## config.mk

```make
export PLATFORM = sky130hd
export DESIGN_NAME = friet_state_axi4_lite_responder
export DESIGN_NICKNAME = d
export VERILOG_FILES = /design/src/rtl/friet_state_axi4_lite_responder.sv
export SDC_FILE = /design/constraint.sdc
export NUM_CORES = 1
export LEC_CHECK = 0
export ABC_AREA = 0
export ABC_CLOCK_PERIOD_IN_PS = 2800
export CELL_PAD_IN_SITES_DETAIL_PLACEMENT = 1
export CELL_PAD_IN_SITES_GLOBAL_PLACEMENT = 2
export CORE_AREA = 2 2 340 342
export CTS_CLUSTER_DIAMETER = 100
export CTS_CLUSTER_SIZE = 30
export DETAILED_ROUTE_END_ITERATION = 10
export DIE_AREA = 0 0 342 344
export PLACE_DENSITY = 0.61
export SYNTH_ARGS = -nofsm -noshare
export SYNTH_HDL_FRONTEND = slang
export SYNTH_SLANG_ARGS = --single-unit
export TNS_END_PERCENT = 100
```

## constraint.sdc

```tcl
create_clock -name aclk -period 2.8 [get_ports aclk]
set_input_delay 0.56 -clock aclk [delete_from_list [all_inputs] [get_ports aclk]]
set_output_delay 0.56 -clock aclk [all_outputs]
set_load 0.05 [all_outputs]
```

## src/rtl/friet_state_axi4_lite_responder.sv

```systemverilog
// AXI4-Lite register front end holding the Friet permutation state for an attached core.
// Latency: write valids -> ready +1, bvalid +2; arvalid -> arready +1, rvalid +2. Backpressure: one transaction in flight, ready held low while busy.
module friet_state_axi4_lite_responder #(
    parameter int STATE_SIZE = 384
) (
    input  logic                  aclk,
    input  logic                  aresetn,
    input  logic [3:0]            s_axi_awaddr,
    input  logic [2:0]            s_axi_awprot,
    input  logic                  s_axi_awvalid,
    output logic                  s_axi_awready,
    input  logic [31:0]           s_axi_wdata,
    input  logic [3:0]            s_axi_wstrb,
    input  logic                  s_axi_wvalid,
    output logic                  s_axi_wready,
    output logic [1:0]            s_axi_bresp,
    output logic                  s_axi_bvalid,
    input  logic                  s_axi_bready,
    input  logic [3:0]            s_axi_araddr,
    input  logic [2:0]            s_axi_arprot,
    input  logic                  s_axi_arvalid,
    output logic                  s_axi_arready,
    output logic [31:0]           s_axi_rdata,
    output logic [1:0]            s_axi_rresp,
    output logic                  s_axi_rvalid,
    input  logic                  s_axi_rready,
    output logic                  core_start,
    output logic [STATE_SIZE-1:0] core_state,
    input  logic                  core_done,
    input  logic [STATE_SIZE-1:0] core_result
);
    localparam int WORD = 32;

    localparam logic [1:0] ADDR_POP  = 2'd0;
    localparam logic [1:0] ADDR_PUSH = 2'd1;
    localparam logic [1:0] ADDR_CTRL = 2'd2;

    localparam logic [1:0] RESP_OKAY   = 2'b00;
    localparam logic [1:0] RESP_SLVERR = 2'b10;

    typedef enum logic [2:0] {IDLE, WACK, WRESP, RACK, RDATA, BUSY} state_t;

    state_t                state;
    logic [STATE_SIZE-1:0] state_buf;
    logic [1:0]            req_addr;
    logic [31:0]           req_wdata;
    logic                  launch_pending;
    logic                  busy;

    assign busy       = (state == BUSY);
    assign core_state = state_buf;

    logic unused_ok;
    assign unused_ok = ^{s_axi_awprot, s_axi_arprot, s_axi_wstrb,
                         s_axi_awaddr[1:0], s_axi_araddr[1:0]};

    always_ff @(posedge aclk or negedge aresetn) begin
        if (!aresetn) begin
            state          <= IDLE;
            state_buf      <= '0;
            req_addr       <= '0;
            req_wdata      <= '0;
            launch_pending <= 1'b0;
            s_axi_awready  <= 1'b0;
            s_axi_wready   <= 1'b0;
            s_axi_bvalid   <= 1'b0;
            s_axi_bresp    <= RESP_OKAY;
            s_axi_arready  <= 1'b0;
            s_axi_rvalid   <= 1'b0;
            s_axi_rresp    <= RESP_OKAY;
            s_axi_rdata    <= '0;
            core_start     <= 1'b0;
        end else begin
            core_start <= 1'b0;
            case (state)
                IDLE: begin
                    // Address and data must arrive together; a pending write beats a read.
                    if (s_axi_awvalid && s_axi_wvalid) begin
                        req_addr      <= s_axi_awaddr[3:2];
                        req_wdata     <= s_axi_wdata;
                        s_axi_awready <= 1'b1;
                        s_axi_wready  <= 1'b1;
                        state         <= WACK;
                    end else if (s_axi_arvalid) begin
                        req_addr      <= s_axi_araddr[3:2];
                        s_axi_arready <= 1'b1;
                        state         <= RACK;
                    end
                end
                WACK: begin
                    s_axi_awready  <= 1'b0;
                    s_axi_wready   <= 1'b0;
                    s_axi_bvalid   <= 1'b1;
                    s_axi_bresp    <= RESP_OKAY;
                    launch_pending <= 1'b0;
                    state          <= WRESP;
                    case (req_addr)
                        ADDR_PUSH: state_buf      <= {req_wdata, state_buf[STATE_SIZE-1:WORD]};
                        ADDR_CTRL: launch_pending <= req_wdata[0];
                        default:   s_axi_bresp    <= RESP_SLVERR;
                    endcase
                end
                WRESP: begin
                    if (s_axi_bready) begin
                        s_axi_bvalid <= 1'b0;
                        if (launch_pending) begin
                            core_start <= 1'b1;
                            state      <= BUSY;
                        end else begin
                            state <= IDLE;
                        end
                    end
                end
                RACK: begin
                    s_axi_arready <= 1'b0;
                    s_axi_rvalid  <= 1'b1;
                    state         <= RDATA;
                    case (req_addr)
                        ADDR_POP: begin
                            s_axi_rdata <= state_buf[WORD-1:0];
                            s_axi_rresp <= RESP_OKAY;
                        end
                        ADDR_CTRL: begin
                            s_axi_rdata <= {31'b0, busy};
                            s_axi_rresp <= RESP_OKAY;
                        end
                        default: begin
                            s_axi_rdata <= '0;
                            s_axi_rresp <= RESP_SLVERR;
                        end
                    endcase
                end
                RDATA: begin
                    // The pop only consumes the word once the master has taken it.
                    if (s_axi_rready) begin
                        s_axi_rvalid <= 1'b0;
                        if (req_addr == ADDR_POP) begin
                            state_buf <= {state_buf[WORD-1:0], state_buf[STATE_SIZE-1:WORD]};
                        end
                        state <= IDLE;
                    end
                end
                BUSY: begin
                    if (core_done) begin
                        state_buf <= core_result;
                        state     <= IDLE;
                    end
                end
                default: state <= IDLE;
            endcase
        end
    end
endmodule

```

==> metrics <==
max incr delay on CP 0.92 ns; Crit Path Category reg -> out; f_max 372 MHz; global placement routability congestion 0.902; clock skew 0.0378 ns; buffers from clock root to sink, at most 3; kind of end point of the critical path output port; share of the core filled with cells in the final layout 0.300; average via count per standard cell 4.19; setup repair after global routing missed its margin false; share of the yosys chip area belonging to registers 0.518; fill cell total of the finished layout 12.4k; type of origin of the critical path register; tightest hold margin 0.496 ns; largest delay contributor family on the critical path buffers and inverters; distinct cell type count of the synthesized netlist 30; Post-Route WL 114000 microns; Initial Utilization 0.196; largest cells by area after synthesis sky130_fd_sc_hd__dfrtp_1 (52%), sky130_fd_sc_hd__mux2_2 (27%), sky130_fd_sc_hd__mux2_1 (9.9%); max_slew headroom 0.547; time the worst path needs with I/O delays and setup 2.69 ns; Max VDD drop 700 uV; Yosys reg bits 461; Die Outline Area 118000 sq um; I/O pin count 868; quantity of I/O buffers inserted on ports 851; post-synth top area share 0.518; outcome complete, no violations; Setup Viol. Count Final 0; cell with the largest stage delay on the worst path sky130_fd_sc_hd__clkdlybuf4s50_1; combined area of all synthesized cells 22300 sq um; Final #Nets 2932; post-route clock period utilization 0.960; Worst Setup Slack, final 0.112 ns; total grt overflow 0; Die Wd 342 microns; kind of path behind the tightest hold check reg -> reg; number of nets with antenna violations after detailed routing 0; Critical path buffers and inverters 1; final hold violation count 0; pre-CTS WS -0.0363 ns; cells traversed along the worst timing path clkdlybuf4s50_1; global-route wire length before repair 156000 microns; Arrival @ worst endpoint 2.13 ns; Total Power 0.0488 W; pwr/cell area 1430 nW/um^2; placeable core area 114000 sq um; antenna violations before repair 22; Wirelength per Cell 28.3 microns; clock slew at reported path FFs 0.10 ns; actual slew at the worst max-slew pin 0.680 ns; router iterations before antenna repair 4; overall via count from detail_route 16.9k; total track usage 0.187; static power due to leakage 13.7 nW; number of clock buffers inserted by TritonCTS 29; H-tree levels 1; CTS tree yes; final sum of negative setup slack 0 ns; Slew Viols, Final 0; maximum net fanout on the critical path 3; height of the die 344 microns; post-route DRC violation count 0; cell chosen for the clock root sky130_fd_sc_hd__clkbuf_16; instance count of the mapped netlist 1626; vias in the first global route 18.8k; Layout area overhead 53.4%; detailed-placement wirelength estimate 94200 microns; mean instance size in the synthesized netlist 13.7 sq um; Clock Sink Count 461; dominant cell type by area after synthesis sky130_fd_sc_hd__dfrtp_1; Syn. warnings 0; 1st-iter DRT viols 575; largest net degree at the start of global routing 68; data required time of the critical path 2.24 ns; number of placement rows 124; number of max-capacitance violations reported 0; Worst-Skew Late Latency 0.64 ns; share of cells above drive strength 1 0.278
## through the flow
stage | cell area, sq um | std cells
2_1_floorplan | 22300 | 1627
3_3_place_gp | 33100 | 3967
3_5_place_dp | 33100 | 3967
4_1_cts | 34100 | 4021
5_1_grt | 34200 | 4026
6_report | 34200 | 4031
## report_power, final
| part | internal (W) | switching [W] |
|---|---|---|
| clock | 0.00238 | 0.00288 |
| combinational | 0.0112 | 0.0184 |
| sequential | 0.0100 | 0.00396 |
| total | 0.0236 | 0.0252 |
## area by class of cell
cell class / count / area [sq um] / share of cell area
Clock buffer: 32 / 757 / 0.0222
Timing Repair Buffer: 942 / 9530 / 0.279
Multi-Input combinational cell: 1018 / 9980 / 0.292
Clock inverter: 21 / 315 / 0.00923
Antenna cell: 10 / 25.0 / 0.000732
Sequential cell: 461 / 11500 / 0.338
Tap cell: 1512 / 1890 / 0.0554
Inverter: 35 / 131 / 0.00384
## what timing repair did
item                                    CTS  global route
resized for setup                         0             1
hold buffers                              1             0
buffers inserted                          0             0
endpoints found under the setup margin    0             1
endpoints found under the hold margin    45             0
## cell families after synthesis
family | Yosys count | synth area share
mux | 800 | 0.401
flops | 461 | 0.518
buf+inv | 148 | 0.0348
simple gates | 122 | 0.0220
compound gates | 91 | 0.0224
fa+ha+maj | 3 | 0.00169
other cells | 1 | 0.000168
## sequential cells by signal, summed over array words and instances (netlist names), 2 cells and up
| name | flops |
|---|---|
| core_state | 384 |
| req_wdata | 32 |
| s_axi_rdata | 32 |
| state | 3 |
| req_addr | 2 |
## metal layers
layer,share of wire,global-route usage,up-vias
met1,0.41,0.233,8731
met4,0.020,0.0364,16
met5,0.00083,0,-
li1,-,-,7488
met2,0.50,0.331,562
met3,0.065,0.0428,101
## cells in the final DEF (no fill, tap or decap), drive strengths merged, types with 2 or more instances in the layout
cell and count:
ha 3, diode 10, clkdlybuf4s50 841, dfrtp 461, o22ai 2, clkinvlp 5, a31oi 3, nor2 37
mux2 736, mux2i 64, inv 44, bufinv 3, clkinv 4, clkbuf 32, a21oi 43, nor2b 2
nand2 75, buf 99, o21ai 37, nand2b 4, conb 2
## Yosys cell counts
cell type / count
sky130_fd_sc_hd__mux2_2: 540
sky130_fd_sc_hd__dfrtp_1: 461
sky130_fd_sc_hd__mux2_1: 196
sky130_fd_sc_hd__nand2_1: 74
sky130_fd_sc_hd__mux2i_1: 64
sky130_fd_sc_hd__buf_4: 44
sky130_fd_sc_hd__a21oi_1: 43
sky130_fd_sc_hd__buf_2: 43
sky130_fd_sc_hd__nor2_1: 37
sky130_fd_sc_hd__o21ai_0: 37
sky130_fd_sc_hd__inv_1: 35
sky130_fd_sc_hd__clkbuf_1: 24
sky130_fd_sc_hd__nand2b_1: 4
sky130_fd_sc_hd__a31oi_1: 3
sky130_fd_sc_hd__ha_1: 3
sky130_fd_sc_hd__buf_1: 2
sky130_fd_sc_hd__nor2b_1: 2
sky130_fd_sc_hd__o22ai_1: 2
sky130_fd_sc_hd__a21o_1: 1
sky130_fd_sc_hd__a311oi_4: 1
sky130_fd_sc_hd__a32o_1: 1
sky130_fd_sc_hd__and2b_1: 1
sky130_fd_sc_hd__and3_1: 1
sky130_fd_sc_hd__and4b_1: 1
sky130_fd_sc_hd__conb_1: 1
sky130_fd_sc_hd__nand2_2: 1
sky130_fd_sc_hd__nor3_1: 1
sky130_fd_sc_hd__o21a_1: 1
sky130_fd_sc_hd__o31ai_1: 1
sky130_fd_sc_hd__o32ai_1: 1
## worst paths after layout
| check | from | slack, ns | to | cells after the start |
|---|---|---|---|---|
| setup / recovery | core_state[360] | 0.11 | core_state[360] | 1 |
| hold / removal | s_axi_rdata[6] | 0.50 | s_axi_rdata[6] | 2 |
| setup reg to reg | req_addr[0] | 0.34 | core_state[178] | 8 |
| hold reg to reg | s_axi_rdata[6] | 0.50 | s_axi_rdata[6] | 2 |
| max in group asynchronous | aresetn | 1.39 | core_state[120] | 3 |
| min in group asynchronous | aresetn | 0.51 | core_state[62] | 2 |
No activity file was read; power rests on OpenSTA's default activity.
